===== src/rtl/pinwheel_bus_arbiter.sv =====
// Two-master round-robin arbiter for the pinwheel TileLink-UL bus: one outstanding transaction, tag decode, D routing.
// Optional build macro PINWHEEL_ARB_TIMEOUT_EN adds a WAIT-state watchdog that answers with d_error.
package pinwheel_bus_pkg;
  typedef struct packed {
    logic        a_valid;
    logic [2:0]  a_opcode;
    logic [2:0]  a_param;
    logic [2:0]  a_size;
    logic [3:0]  a_source;
    logic [31:0] a_address;
    logic [3:0]  a_mask;
    logic [31:0] a_data;
  } tilelink_a;

  typedef struct packed {
    logic        d_valid;
    logic [2:0]  d_opcode;
    logic [1:0]  d_param;
    logic [2:0]  d_size;
    logic [3:0]  d_source;
    logic        d_sink;
    logic        d_error;
    logic [31:0] d_data;
  } tilelink_d;

  localparam logic [2:0] OP_PUTFULL = 3'd0;
  localparam logic [2:0] OP_GET     = 3'd4;
  localparam logic [2:0] D_ACK      = 3'd0;
  localparam logic [2:0] D_ACKDATA  = 3'd1;

  typedef enum logic [1:0] {ST_IDLE, ST_ISSUE, ST_WAIT, ST_ERR} arb_state_e;
endpackage

// Handshake: a master holds a_valid and its fields until it sees d_valid; a_ready pulses for one
// cycle in IDLE when that master is granted. Slaves accept s_tla whenever a_valid is high.
module pinwheel_bus_arbiter
  import pinwheel_bus_pkg::*;
#(
  parameter logic [31:0] ADDR_MASK = 32'hF000_0000,
  parameter logic [31:0] S0_TAG    = 32'h8000_0000,
  parameter logic [31:0] S1_TAG    = 32'hF000_0000,
  parameter logic [31:0] S2_TAG    = 32'h4000_0000
`ifdef PINWHEEL_ARB_TIMEOUT_EN
  , parameter int TIMEOUT_CYC = 16
`endif
) (
  input  logic       clock,
  input  logic       reset_n,
  input  tilelink_a  m0_tla,
  input  tilelink_a  m1_tla,
  output tilelink_d  m0_tld,
  output tilelink_d  m1_tld,
  output logic       m0_a_ready_o,
  output logic       m1_a_ready_o,
  output tilelink_a  s_tla,
  output logic [2:0] s_sel,
  input  tilelink_d  s0_tld,
  input  tilelink_d  s1_tld,
  input  tilelink_d  s2_tld,
  output logic       busy,
  output arb_state_e state_o
);

  arb_state_e state_q;
  logic       grant_q;
  logic       rr_last_q;
  tilelink_a  a_q;
  logic [2:0] sel_q;
  logic       s_valid_q;

  logic       grant_d;
  tilelink_a  win_a;
  logic [2:0] win_sel;
  tilelink_d  slave_d;
  logic       resp_hit;
  tilelink_d  rsp;

`ifdef PINWHEEL_ARB_TIMEOUT_EN
  localparam int CNT_W = ($clog2(TIMEOUT_CYC + 1) > 5) ? $clog2(TIMEOUT_CYC + 1) : 5;
  logic [CNT_W-1:0] cnt_q;
`endif

  // Lowest index wins if tags ever overlap.
  function automatic logic [2:0] decode(input logic [31:0] addr);
    logic [31:0] t;
    t = addr & ADDR_MASK;
    if (t == S0_TAG)      decode = 3'b001;
    else if (t == S1_TAG) decode = 3'b010;
    else if (t == S2_TAG) decode = 3'b100;
    else                  decode = 3'b000;
  endfunction

  always_comb begin
    grant_d  = (m0_tla.a_valid && m1_tla.a_valid) ? ~rr_last_q : m1_tla.a_valid;
    win_a    = grant_d ? m1_tla : m0_tla;
    win_sel  = decode(win_a.a_address);
    m0_a_ready_o = (state_q == ST_IDLE) && m0_tla.a_valid && !grant_d;
    m1_a_ready_o = (state_q == ST_IDLE) && m1_tla.a_valid &&  grant_d;

    slave_d  = sel_q[0] ? s0_tld : (sel_q[1] ? s1_tld : s2_tld);
    resp_hit = (state_q == ST_WAIT) &&
               |(sel_q & {s2_tld.d_valid, s1_tld.d_valid, s0_tld.d_valid});

    rsp = '0;
    if (resp_hit) begin
      rsp = slave_d;
    end else if (state_q == ST_ERR) begin
      rsp.d_valid  = 1'b1;
      rsp.d_error  = 1'b1;
      rsp.d_opcode = (a_q.a_opcode == OP_GET) ? D_ACKDATA : D_ACK;
      rsp.d_source = a_q.a_source;
      rsp.d_size   = a_q.a_size;
    end
    m0_tld = rsp;
    m1_tld = rsp;
    m0_tld.d_valid = rsp.d_valid && !grant_q;
    m1_tld.d_valid = rsp.d_valid &&  grant_q;

    s_tla = a_q;
    s_tla.a_valid = s_valid_q;
  end

  assign s_sel   = sel_q;
  assign busy    = (state_q != ST_IDLE);
  assign state_o = state_q;

  always_ff @(posedge clock or negedge reset_n) begin
    if (!reset_n) begin
      state_q   <= ST_IDLE;
      grant_q   <= 1'b0;
      rr_last_q <= 1'b1;
      a_q       <= '0;
      sel_q     <= 3'b000;
      s_valid_q <= 1'b0;
`ifdef PINWHEEL_ARB_TIMEOUT_EN
      cnt_q     <= '0;
`endif
    end else begin
      case (state_q)
        ST_IDLE: begin
          if (m0_tla.a_valid || m1_tla.a_valid) begin
            grant_q   <= grant_d;
            a_q       <= win_a;
            sel_q     <= win_sel;
            s_valid_q <= |win_sel;
            state_q   <= ST_ISSUE;
          end
        end
        ST_ISSUE: begin
          s_valid_q <= 1'b0;
`ifdef PINWHEEL_ARB_TIMEOUT_EN
          cnt_q     <= '0;
`endif
          state_q   <= (|sel_q) ? ST_WAIT : ST_ERR;
        end
        ST_WAIT: begin
          if (resp_hit) begin
            rr_last_q <= grant_q;
            sel_q     <= 3'b000;
            state_q   <= ST_IDLE;
          end
`ifdef PINWHEEL_ARB_TIMEOUT_EN
          else if (cnt_q == CNT_W'(TIMEOUT_CYC - 1)) begin
            sel_q   <= 3'b000;
            state_q <= ST_ERR;
          end else begin
            cnt_q <= cnt_q + 1'b1;
          end
`endif
        end
        ST_ERR: begin
          rr_last_q <= grant_q;
          state_q   <= ST_IDLE;
        end
        default: state_q <= ST_IDLE;
      endcase
    end
  end

endmodule


===== config.mk =====
export PLATFORM = sky130hd
export DESIGN_NAME = pinwheel_bus_arbiter
export DESIGN_NICKNAME = d
export VERILOG_FILES = /design/src/rtl/pinwheel_bus_arbiter.sv
export SDC_FILE = /design/constraint.sdc
export NUM_CORES = 1
export LEC_CHECK = 0
export ABC_AREA = 0
export BUFFER_PORTS_ARGS = -buffer_cell sky130_fd_sc_hd__buf_4
export CAP_MARGIN = 10
export CORE_AREA = 5 5 187 189
export DETAILED_ROUTE_END_ITERATION = 10
export DIE_AREA = 0 0 192 194
export PLACE_DENSITY = 0.49
export SYNTH_ARGS = -nofsm -noshare
export SYNTH_HDL_FRONTEND = slang
export SYNTH_SLANG_ARGS = --single-unit

===== constraint.sdc =====
create_clock -name clock -period 1.94 [get_ports clock]
set_input_delay 0.291 -clock clock [delete_from_list [all_inputs] [get_ports clock]]
set_output_delay 0.291 -clock clock [all_outputs]
set_load 0.005 [all_outputs]

# Word-level counts from Yosys, hierarchy flattened
# Index checks and enable logic that the tools add are counted.
dict set report totals {
  regBits 89
  latch_bits 0
  ramBits 0
  mem_bits_ro 0
  out_inout_bits 184
  elab_cells 75
  n_memories 0
}
dict set report op_classes {
  add_sub_neg 0
  n_mul 0
  n_div 0
  magnitude_cmp 0
  eq_ne 9
  shift 0
  muxes 28
  n_bitwise 2
  reduce_logical 24
}
# op count
set ops {}
lappend ops {{2-to-1 mux 47 bit} 2}
lappend ops {{2-to-1 mux 81 bit} 1}
lappend ops {{2-to-1 mux 32 bit} 1}
lappend ops {{2-to-1 mux 3 bit} 5}
lappend ops {{2-to-1 mux 7 bit} 2}
lappend ops {{OR reduction 3 bit} 3}
lappend ops {{== test 4 bit (second input constant)} 2}
lappend ops {{logical AND 1 bit} 8}
lappend ops {{2-to-1 mux 1 bit} 8}
lappend ops {{2-to-1 mux 4 bit} 2}
lappend ops {{case mux 2 bit (4 select lines)} 1}
lappend ops {{AND reduction 2 bit} 4}
lappend ops {{nonzero test 2 bit} 4}
lappend ops {{2-to-1 mux 2 bit} 3}
lappend ops {{case mux 3 bit (2 select lines)} 1}
lappend ops {{== test 2 bit (second input constant)} 2}
lappend ops {{== test 4 x 3 -> 1 bit (second input constant)} 1}
lappend ops {{case mux 1 bit (2 select lines)} 2}
lappend ops {{bitwise AND 3 bit} 1}
lappend ops {{== test 3 bit (second input constant)} 1}
lappend ops {{AND reduction 3 bit} 1}
lappend ops {{== test 2 x 1 -> 1 bit (second input constant)} 1}
lappend ops {{logical NOT 1 bit} 2}
lappend ops {{logical NOT 2 bit} 1}
lappend ops {{other kinds (4)} 4}

# Depth between registers and ports, before layout
# Gate-level depths: netlist (run 1).
dict set report logic_depth {
  depth_word 10
  ltp_mapped 7
}

# Worst setup path before layout (run 1)
# Ideal clock, no wire load.
dict set report synth_path {
  path_kind {register to output}
  from {reg sel_q[0], in the netlist s_sel[0]}
  to {out m1_tld[12] (netlist name)}
  arrival_time_ps 1580
  slack_ps 69
  path_stages_with_launch 8
  path_buffers 4
  cell_sequence {dfrtp_1 -> clkbuf_1 -> a222oi_1 -> or2_1 -> buf_4 -> buf_4 -> nor2_1 -> buf_4}
}
# element line_no
set synth_rtl {}
lappend synth_rtl {{start: declaration} 68} ;# logic [2:0] sel_q;
lappend synth_rtl {{start signal: assignment} 144} ;# sel_q <= win_sel;
lappend synth_rtl {{end: declaration} 52} ;# output tilelink_d m1_tld,

==> results.md, run 1 <==
Synthesis:
- The largest family of logic cells by synthesized area is multiplexers.
- Of the total synthesized cell area, the portion taken by full adders, half adders and majority gates is 0.
- The post-synthesis register bit count is 89.
- The share of the synthesized area in compound gates (AO/OA/AOI/OAI) is 0.176.
- The gate count after technology mapping is about 630.
- Yosys printed 0 warnings.
- The synthesized area per cell is 9.43 sq um.
- The post-synthesis mux area share is 0.291.
- Of the total synthesized cell area, the portion taken by XOR and XNOR cells is 0.00293.
- Counting distinct cell types in the post-synthesis netlist gives 33.
- The simple logic cell fraction of the synthesized area is 0.0531.
- Of the synthesized area, sequential elements account for 0.373.
- The post-synthesis net count is 941.
- The cell area after technology mapping is 5980 sq um.

Cells and area:
- Of the cells placed in the final design, the portion with a size suffix greater than 1 is 0.580.
- The commonest non-fill, non-tap cell in the layout is buf_4.
- For this run, the number of standard cells in the final layout without fillers is about 1.5k.
- The top cell types in the final layout, fill and taps aside, are 520 x buf_4, 166 x o21ai_0, 125 x mux2i_1.
- After the last flow step, the layout net total stands at ~1.4k.
- Relative to the synthesized area, the layout overhead comes to 80.2%.

CTS:
- CTS saw 89 sinks.
- The H-tree was split into 3 levels.
- The number of clock buffers added by TritonCTS is 9.
- The clock slew seen by the registers of the worst setup and hold paths is 0.07 ns.
- The root buffer cell chosen for the clock tree is clkbuf_16.
- TritonCTS built the clock tree.
- The worst-skew pair later-pin latency is roughly 0.35 ns.
- The maximum root-to-sink buffer count is 2.

Die:
- The total area inside the core boundary comes to about 33000 sq um.
- The placement row count is 67.
- The die is between 150 and 200 microns tall.
- The die area is 37200 sq um.
- For this configuration, the core starts out at a cell density of 0.181.
- The floorplan step set the die width to approximately 190 microns.
- The number of top-level pins is 491.

Placement:
- Input and output buffers added on the ports amount to between 400 and 500.
- The final weighted congestion in routability-driven placement is about 0.78.
- Once placement completed, the tool counted placed cells totaling around 1.5k.
- Prior to clock tree synthesis, the placed netlist has a worst setup slack of -0.189 ns.
- After legalization and detailed placement, the total HPWL measured around 25 mm.

Timing:
- The final count of pins violating max slew is 0.
- The final cycle utilization of the critical path is 1.19.
- The total count of hold-check failures in the final report is 0.
- The slack of the critical path is -0.372 ns.
- Headroom to the max-slew limit came out at 0.466.
- Setup repair after global routing could not meet its margin everywhere.
- Setup violations remaining at the end of the flow were counted as between 90 and 100.
- The sum of negative setup slack is -29.79 ns.
- For the finished layout, the period the worst path requires is 2.31 ns.
- For the final database, setup skew stands at approximately 0.0039 ns.
- At the pin with the least slew margin, the transition time is approximately 0.8 ns.
- For this run, the top clock speed supported by timing is 432 MHz.

Worst setup path:
- For the worst setup path, the data arrival time is about 2.0 ns.
- The startpoint identified for the worst register-to-register timing path is s_sel[0].
- Across all register-to-register paths, the minimum setup slack is 0.27 ns.
- The type of element capturing the critical path is a primary output.
- The number of cell instances on the worst register-to-register path is 6.
- In this run the worst path has a maximum fanout of 9.
- Data on the critical path is required at its endpoint by 1.65 ns.
- The start-to-end type of the worst setup path is reg -> out.
- In this run the critical register-to-register path is captured at s_sel[1].
- STA classifies the critical path startpoint as a register.

Route:
- The top layer used by detailed routing is met5.
- The routed wire length on met3 is ~2.7 mm.
- The total routed wirelength is a little over 30 mm.
- The routed layout has ~6.6k vias.
- The remaining routing DRC violations is 0.
- In the final routing, the length of wire on met1 measures 10.8 mm.
- The mean number of vias per cell is between 4 and 5.
- The first detailed-routing pass took 4 iterations.
- The remaining number of nets flagged by the antenna check after routing is 0.
- The average wire per standard cell is slightly above 20 microns.
- The detailed router finished its first iteration with 170 violations.
- Wire segments on met2 add up to ~17 mm in the final route.

Hold path:
- The origin of the worst min-delay path is m0_tla[72].
- The worst hold path belongs to the class in -> reg.
- The instance count along the most critical hold path is 3.
- The worst hold path terminates at s_tla[72].

Global routing:
- Entering global routing, the biggest net connects 63 pins.
- Across every metal layer, demand over resource in global routing totals 0.154.
- For this run the aggregate overflow at the end of global routing stands at 0.
- The initial antenna violation count was 5.
- The via count of the first global-routing pass is 6897.
- The first global-routing pass estimated ~43 mm of wire.

Power and ir drop:
- Across the VDD grid, the largest voltage drop is between 0.4 and 0.5 mV.
- The analysis attributes to cell leakage a power of slightly above 5 nW.
- The total power divided by cell area is approximately 1100 nW/um^2.

Status:
- The checks that failed: negative setup slack.
- The flow ran to the end, but the final reports show violations.

Flow run:
- The max-capacitance violation count is 0.
==> area by class of cell <==
class                           instances  area (sq um)
Antenna cell                            3          7.51
Clock inverter                          6          43.8
Sequential cell                        89          2230
Fill cell                            3500         22300
Timing Repair Buffer                  548          4400
Tap cell                              448           561
Inverter                                3          11.3
Multi-Input combinational cell        439          3280
Clock buffer                           10           239
==> critical path, cell delays in order, from the launching register on <==
cell	delay (ns)
dfrtp_4	0.47
a222oi_1	0.40
buf_4	0.19
or2_4	0.20
clkbuf_16	0.19
nor2_1	0.07
buf_4	0.15
==> repair_timing <==
action,CTS,global route
pin swaps,13,4
cloned,2,2
gates resized for setup,29,23
setup buffers,7,3
hold endpoints to repair,21,0
endpoints found under the setup margin,96,95
hold buffers,1,0
==> flip-flops by register name, summed over array words and instances, names as in the netlist <==
name,count
s_tla,81
s_sel,3
state_o,2
grant_q,1
rr_last_q,1
s_valid_q,1
==> per-layer routing <==
layer | GRT usage | up-vias
li1 | - | 3150
met1 | 0.158 | 3092
met2 | 0.294 | 297
met3 | 0.0472 | 22
met4 | 0.0504 | 4
met5 | 0 | -
==> power breakdown <==
group	internal, mW	switching (mW)	total (mW)
sequential	2.77	0.516	3.28
combinational	3.45	3.05	6.51
clock	0.906	0.775	1.68
==> cells by family after synthesis <==
| group | after synthesis |
|---|---|
| DFF | 89 |
| xor gates and xnor gates | 2 |
| AOI/OAI and AO/OA | 198 |
| buffers and inverters | 106 |
| muxes | 169 |
| and+or+nand+nor | 70 |
==> stage by stage <==
step	hold slack (ns)	utilization	power (mW)	cell area, sq um
detailed placement	0.229	0.306	9.59	10100
floorplan	-0.00459	-	5.90	5980
global placement	0.230	0.306	9.53	10100
finish	0.213	0.325	11.5	10800
CTS	0.192	0.321	11.6	10600
global route	0.218	0.325	12.4	10800
==> synth_stat cells, drive strengths merged <==
cell | instances | share of area
inv | 3 | 0.0019
or2 | 1 | 0.0010
nand2 | 11 | 0.0069
nor4b | 4 | 0.0059
xor2 | 1 | 0.0015
mux2i | 129 | 0.22
a22o | 7 | 0.010
and2 | 2 | 0.0021
o31ai | 1 | 0.0013
o211ai | 1 | 0.0013
nand3 | 1 | 0.00084
nand4 | 2 | 0.0021
a211oi | 2 | 0.0025
a222oi | 1 | 0.0017
o311a | 1 | 0.0017
and4b | 1 | 0.0017
a21o | 2 | 0.0025
buf | 71 | 0.082
and4 | 2 | 0.0029
xnor2 | 1 | 0.0015
clkbuf | 32 | 0.020
o21ai | 177 | 0.15
nand2b | 2 | 0.0021
a21boi | 2 | 0.0025
o22ai | 3 | 0.0031
o41ai | 1 | 0.0015
dfrtp | 88 | 0.37
mux2 | 40 | 0.075
nor2 | 44 | 0.028
dfstp | 1 | 0.0044
==> worst max path at each step <==
stage	startpoint	endpoint	depth (start not counted)
floorplan	s_sel[0]	m1_tld[12]	7
global placement	s0_tld[46]	m1_tld[40]	5
detailed placement	s0_tld[46]	m1_tld[40]	5
CTS	s_sel[0]	m1_tld[19]	6
global route	s_sel[0]	m1_tld[10]	6
finish	s_sel[0]	m1_tld[8]	6
Power figures use the tool's default switching activity.
==> run 2: changes to the inputs <==
Settings changed: MAX_ROUTING_LAYER set to met4.
==> results.md, run 2 (synthesis results as in run 1) <==
Status:
- Result of the run: finished with violations (unchanged).
- Failing checks: negative setup slack (unchanged).

Power and ir drop:
- The worst voltage drop across the vdd grid is 0.438 mV (was 0.439 mV).
- The total power draw is 11.5 mW (about the same).
- The cell leakage power came to 5.15 nW (about the same).
- The total power divided by cell area is 1060 nW/um^2 (about the same).

Die:
- The number of top-level pins is 491 (unchanged).
- The area of the core is 33100 sq um (unchanged).
- The vertical extent of the die is 194 microns (unchanged).
- The die area is 37200 sq um (unchanged).
- The placement row count is 67 (unchanged).
- The initial core utilization was 0.181 (unchanged).
- The floorplan die width is 192 microns (unchanged).

Worst setup path:
- The startpoint type of the worst setup path is a register (unchanged).
- The arrival time at the worst endpoint was 2.02 ns (about the same).
- The maximum net fanout on the critical path was 9 (unchanged).
- The required arrival time at the worst endpoint is 1.65 ns (about the same).
- The type of element capturing the critical path is a primary output (unchanged).
- The start-to-end type of the worst setup path is reg -> out (unchanged).

Timing:
- The worst-case clock skew is 0.00472 ns (was 0.00385 ns).
- The worst hold slack was 0.213 ns (about the same).
- The final cycle utilization of the critical path is 1.19 (about the same).
- The worst max-slew margin expressed relative to the limit is 0.455 (was 0.466).
- The final count of pins violating max slew is 0 (unchanged).
- The total count of hold-check failures in the final report came to 0 (unchanged).
- The highest achievable clock rate was 433 MHz (was 432 MHz).
- The sum of negative setup slack is -29.21 ns (was -29.79 ns).
- The number of endpoints failing setup at the final stage came to 93 (unchanged).
- The transition time at the pin with the least slew margin is 0.814 ns (was 0.798 ns).
- Unrepaired setup endpoints after global routing: true (unchanged).
- The slack of the critical path is -0.371 ns (was -0.372 ns).
- The minimum clock period after layout is 2.31 ns (about the same).

Placement:
- The total of buffers placed on input and output ports came to 490 (unchanged).
- The final weighted congestion in routability-driven placement is 0.787 (was 0.776).
- The total half-perimeter wirelength after legalization and detailed placement is 25.3 mm (unchanged).
- The placed instance count is 1514 (unchanged).

Cells and area:
- The signed area change from the synthesized netlist to the final layout is 80.4% (was 80.2%).
- The number of filler cells placed in the layout came to 3501 (was 3500).
- The area occupied by registers is 2230 sq um (unchanged).
- The non-filler instance count after layout was 1548 (was 1546).
- The number of flip-flops in the largest register is 81 (unchanged).
- Leading cell types in the layout, fill and taps excluded: 519 x buf_4, 166 x o21ai_0, 125 x mux2i_1 (was 520 x buf_4, 166 x o21ai_0, 125 x mux2i_1).
- The net count reported at finish is 1397 (unchanged).
- The share of final-layout standard cells stronger than drive strength 1 is 0.581 (was 0.580).
- The commonest non-fill, non-tap cell in the layout is buf_4 (unchanged).
- The area of combinational cells with multiple inputs is 3280 sq um (about the same).

CTS:
- The worst-skew pair later-pin latency was 0.35 ns (about the same).
- The maximum root-to-sink buffer count is 2 (unchanged).
- The number of buffers inserted during clock tree synthesis is 9 (unchanged).
- The clock tree root buffer cell is clkbuf_16 (unchanged).
- The total number of H-tree levels came to 3 (unchanged).
- The TritonCTS clock tree is built (unchanged).
- The number of clock sinks is 89 (unchanged).
- The clock slew seen by the registers of the worst setup and hold paths is 0.07 ns (about the same).

Global routing:
- The largest net degree at the start of global routing is 63 (unchanged).
- The first-pass GRT wire length came to 43.3 mm (was 43.4 mm).
- The initial antenna violation count is 5 (unchanged).
- The total routing resource utilization after global routing is 0.159 (was 0.154).
- The remaining global-route overflow is 0 (unchanged).
- The via count of the first global-routing pass is 6923 (was 6897).

Route:
- The number of DRC markers in iteration 0 was 208 (was 170).
- The average wire per standard cell is 20.1 microns (about the same).
- The remaining routing DRC violations is 0 (unchanged).
- The first-pass iteration count of the detailed router was 4 (unchanged).
- The total routed wirelength is 31.1 mm (about the same).
- The remaining number of nets flagged by the antenna check after routing is 0 (unchanged).
- The total number of vias came to 6559 (was 6565).
- The mean number of vias per cell was 4.24 (was 4.25).

Flow run:
- The max-capacitance violation count came to 0 (unchanged).

Hold path:
- The classification of the worst-slack hold path is in -> reg (unchanged).
## run 2: path summary, 6_finish.rpt
kind,depth (start not counted),to,start,slack [ns]
setup / recovery,6,m0_tld[21],s_sel[0],-0.37
hold / removal,3,s_tla[72],m0_tla[72],0.21
setup reg to reg,7,s_tla[11],state_o[1],0.26
hold reg to reg,2,s_tla[32],s_tla[32],0.51
max in group asynchronous,3,s_tla[11],reset_n,0.94
min in group asynchronous,2,s_tla[42],reset_n,0.39
## run 2: through the flow
stage | utilization | worst slack (ns) | area [sq um]
final | 0.326 | -0.371 | 10800
after global routing | 0.326 | -0.458 | 10800
after CTS | 0.321 | -0.429 | 10600
after detailed placement | 0.306 | -0.189 | 10100
after global placement | 0.306 | -0.143 | 10100
after floorplan | - | 0.0693 | 5980
## run 2: repair_timing
item	CTS	global route
gates cloned	2	2
buffers inserted	7	3
endpoints found under the setup margin	96	95
endpoints found under the hold margin	21	0
resized for setup	29	25
hold buffers	1	0
pin swaps	13	4
## run 2: layer usage
metal  track usage  part of all wire  wire length [microns]  vias to the layer above
met5             -                 0                      0                        -
met3        0.0432             0.082                   2540                       18
li1              -                 -                      -                     3148
met2         0.294              0.55                  17100                      285
met4        0.0504             0.015                    478                        0
met1         0.161              0.35                  11000                     3108
## run 2: final cells by class
cell class / count / share of cell area
clock buffers: 10 / 0.0222
inverters: 3 / 0.00104
well taps: 448 / 0.0520
multi-input cells: 439 / 0.304
clock inverters: 6 / 0.00406
flip-flops and latches: 89 / 0.207
repair buffers: 548 / 0.408
diodes: 5 / 0.00116
## run 2: where the power goes
part | leakage [nW] | internal (mW) | switching (mW)
clock network | 0.138 | 0.906 | 0.773
registers | 1.10 | 2.77 | 0.515
logic | 3.91 | 3.45 | 3.06
total | 5.15 | 7.13 | 4.35
## run 2: critical path: stages (launching register included)
cell and delay, ns:
dfrtp_4 0.47, a222oi_1 0.40, buf_4 0.19, or2_4 0.19, clkbuf_16 0.19, nor2_1 0.08, buf_4 0.14
==> run 3: changes to the inputs <==
--- a/config.mk
+++ b/config.mk
@@ -14,4 +14,5 @@
 export MAX_ROUTING_LAYER = met4
 export PLACE_DENSITY = 0.49
+export SKIP_LAST_GASP = 1
 export SYNTH_ARGS = -nofsm -noshare
 export SYNTH_HDL_FRONTEND = slang
==> constraint.sdc (replaced) <==
create_clock -name clock -period 1.94 [get_ports clock]
set_input_delay 0.291 -clock clock [delete_from_list [all_inputs] [get_ports clock]]
set_output_delay 0.291 -clock clock [all_outputs]
set_load 0.05 [all_outputs]
==> results.md, run 3 (synthesis results as in run 1) <==
Cells and area:
- Leading cell types in the layout, fill and taps excluded: 456 x buf_4, 169 x o21ai_0, 129 x mux2i_1 (was 519 x buf_4, 166 x o21ai_0, 125 x mux2i_1).
- The cell area after layout is 11300 sq um (was 10800 sq um).
- The share of final-layout standard cells stronger than drive strength 1 came to 0.604 (was 0.581).
- The signed area change from the synthesized netlist to the final layout is 89.1% (was 80.4%).
- The number of filler cells placed in the layout was 3475 (was 3501).
- The final core area utilization is 0.342 (was 0.326).
- The commonest non-fill, non-tap cell in the layout is buf_4 (unchanged).
- The net count reported at finish is 1389 (was 1397).
- The number of flip-flops in the largest register was 81 (unchanged).

Power and ir drop:
- The cell leakage power is 5.24 nW (was 5.15 nW).
- The share of power burned in the clock network is 0.122 (was 0.146).
- The worst voltage drop across the vdd grid is 0.718 mV (was 0.438 mV).
- The sequential fraction of design power came to 0.207 (was 0.286).
- The switching power is 8.42 mW (was 4.35 mW).
- The total power divided by cell area is 1420 nW/um^2 (was 1060 nW/um^2).
- The combinational power share is 0.671 (was 0.568).
- The internal power is 7.67 mW (was 7.13 mW).
- The fraction of power spent switching nets is 0.523 (was 0.379).

Placement:
- The total half-perimeter wirelength after legalization and detailed placement is 25.0 mm (was 25.3 mm).
- The final weighted congestion in routability-driven placement is 0.806 (was 0.787).
- The cell area after placement is 10400 sq um (was 10100 sq um).
- The total of buffers placed on input and output ports is 490 (unchanged).

Global routing:
- The largest net degree at the start of global routing is 55 (was 63).
- The remaining global-route overflow was 0 (unchanged).
- The via count of the first global-routing pass is 6943 (was 6923).
- The initial antenna violation count is 3 (was 5).
- The total routing resource utilization after global routing is 0.160 (was 0.159).
- The first-pass GRT wire length is 43.9 mm (was 43.3 mm).

Timing:
- The number of endpoints failing setup at the final stage is 94 (was 93).
- The worst-case clock skew is 0.00680 ns (was 0.00472 ns).
- The slack of the critical path was -0.381 ns (was -0.371 ns).
- The total count of hold-check failures in the final report is 0 (unchanged).
- The minimum clock period after layout is 2.32 ns (was 2.31 ns).
- Unrepaired setup endpoints after global routing: true (unchanged).
- The highest achievable clock rate is 431 MHz (was 433 MHz).
- The final count of pins violating max slew was 0 (unchanged).
- The final cycle utilization of the critical path was 1.20 (was 1.19).
- The worst max-slew margin expressed relative to the limit came to 0.546 (was 0.455).
- The transition time at the pin with the least slew margin is 0.679 ns (was 0.814 ns).

Die:
- The area of the core came to 33100 sq um (unchanged).
- The number of top-level pins is 491 (unchanged).
- The initial core utilization is 0.181 (unchanged).
- The vertical extent of the die came to 194 microns (unchanged).
- The placement row count is 67 (unchanged).
- The floorplan die width was 192 microns (unchanged).
- The die area is 37200 sq um (unchanged).

Route:
- The remaining number of nets flagged by the antenna check after routing came to 0 (unchanged).
- The routed length on met2 is 16.8 mm (was 17.1 mm).
- The average wire per standard cell is 20.5 microns (was 20.1 microns).
- The top layer used by detailed routing was met4 (unchanged).
- The total number of vias was 6553 (was 6559).
- The total routed wirelength came to 31.6 mm (was 31.1 mm).
- The routed wire length on met3 came to 2.45 mm (was 2.54 mm).
- The remaining routing DRC violations was 0 (unchanged).
- The first-pass iteration count of the detailed router is 4 (unchanged).
- The wire length on met1 came to 11.7 mm (was 11.0 mm).
- The number of DRC markers in iteration 0 came to 154 (was 208).
- The mean number of vias per cell is 4.26 (was 4.24).

Status:
- Failing checks: negative setup slack (unchanged).
- Result of the run: finished with violations (unchanged).

Worst setup path:
- The maximum net fanout on the critical path is 10 (was 9).
- The most used cell along the critical path is buf_4 (unchanged).
- Critical path cell sequence: a222oi_1 > buf_4 > or2_4 > buf_16 > nor2_4 > buf_4 (was a222oi_1 > buf_4 > or2_4 > clkbuf_16 > nor2_1 > buf_4).
- The number of buffers and inverters on the critical path is 3 (unchanged).
- The capture instance of the worst register-to-register path is s_tla[15] (was s_tla[11]).
- The cell type group with the largest total delay on the critical path is buffers and inverters (unchanged).
- The number of cell instances on the worst register-to-register path came to 7 (unchanged).
- The arrival time at the worst endpoint is 2.03 ns (was 2.02 ns).
- The type of element capturing the critical path is a primary output (unchanged).
- The startpoint of the worst register-to-register path is state_o[1] (unchanged).
- The required arrival time at the worst endpoint is 1.65 ns (about the same).
- The startpoint type of the worst setup path was a register (unchanged).
- The start-to-end type of the worst setup path is reg -> out (unchanged).
- The slowest stage cell on the critical path is dfrtp_4 (unchanged).
- The slack of the worst reg-to-reg path is 0.26 ns (about the same).
- The longest individual stage delay on the worst path was 0.48 ns (was 0.47 ns).

CTS:
- The clock tree root buffer cell is clkbuf_16 (unchanged).
- The maximum root-to-sink buffer count is 2 (unchanged).
- The number of clock sinks is 89 (unchanged).
- The worst-skew pair later-pin latency is 0.35 ns (about the same).
- The TritonCTS clock tree is built (unchanged).
- The clock slew seen by the registers of the worst setup and hold paths is 0.07 ns (about the same).
- The number of buffers inserted during clock tree synthesis is 9 (unchanged).
- The total number of H-tree levels was 3 (unchanged).

Hold path:
- The instance count along the most critical hold path is 3 (unchanged).
- The worst-case hold path end point is s_tla[73] (was s_tla[72]).
- The origin of the worst min-delay path is m0_tla[73] (was m0_tla[72]).
- The classification of the worst-slack hold path is in -> reg (unchanged).

Flow run:
- The max-capacitance violation count is 0 (unchanged).
## run 3: power groups by stage
stage	sequential (mW)	combinational (mW)	clock, mW
global placement	3.31	10.3	0
global route	3.47	11.5	2.11
detailed placement	3.35	10.3	0
finish	3.33	10.8	1.96
floorplan	6.21	3.82	0
CTS	3.35	10.5	2.04
## run 3: worst max-delay path by stage
stage	from	to	slack (ns)	cells after the start
2_1_floorplan	s_sel[0]	m1_tld[10]	-0.31	6
6_report	s_sel[0]	m1_tld[7]	-0.38	6
4_1_cts	s_sel[0]	m1_tld[7]	-0.43	6
3_5_place_dp	s_sel[0]	m1_tld[7]	-0.02	6
3_3_place_gp	s_sel[0]	m1_tld[7]	-0.02	6
5_1_grt	s_sel[0]	m1_tld[7]	-0.48	6
## run 3: layer usage
layer,vias to the layer above,track usage
li1,3134,-
met1,3085,0.174
met2,311,0.284
met3,23,0.0420
met4,0,0.0518
met5,-,-
## run 3: worst min-delay path: stages
cell     delay [ns]
buf_4          0.07
mux2i_1        0.06
o21ai_1        0.10
## run 3: metrics by stage
| step | instances | hold slack, ns | setup WS (ns) | total power, mW | setup TNS [ns] |
|---|---|---|---|---|---|
| after floorplan | 634 | -0.00459 | -0.309 | 10.0 | -16.04 |
| after global placement | 1505 | 0.198 | -0.0226 | 13.6 | -0.223 |
| after detailed placement | 1505 | 0.198 | -0.0213 | 13.6 | -0.179 |
| after CTS | 1524 | 0.203 | -0.429 | 15.9 | -35.86 |
| after global routing | 1538 | 0.211 | -0.478 | 17.0 | -40.36 |
| final | 1538 | 0.217 | -0.381 | 16.1 | -30.54 |
## run 3: repair_timing
action                     CTS  global route
hold endpoints to repair    18             0
pin swaps                    0            12
hold buffers                 1             0
setup endpoints to repair   94            96
gates cloned                 1             6
setup buffers                1             6
gates resized for setup     34            64
## run 3: layout make-up
class	instances	area [sq um]	share of cell area
Tap cell	448	561	0.0496
Sequential cell	89	2240	0.198
Clock inverter	7	101	0.00896
Clock buffer	9	225	0.0199
Multi-Input combinational cell	439	3540	0.313
Inverter	3	13.8	0.00122
Antenna cell	3	7.51	0.000664
Timing Repair Buffer	540	4630	0.409
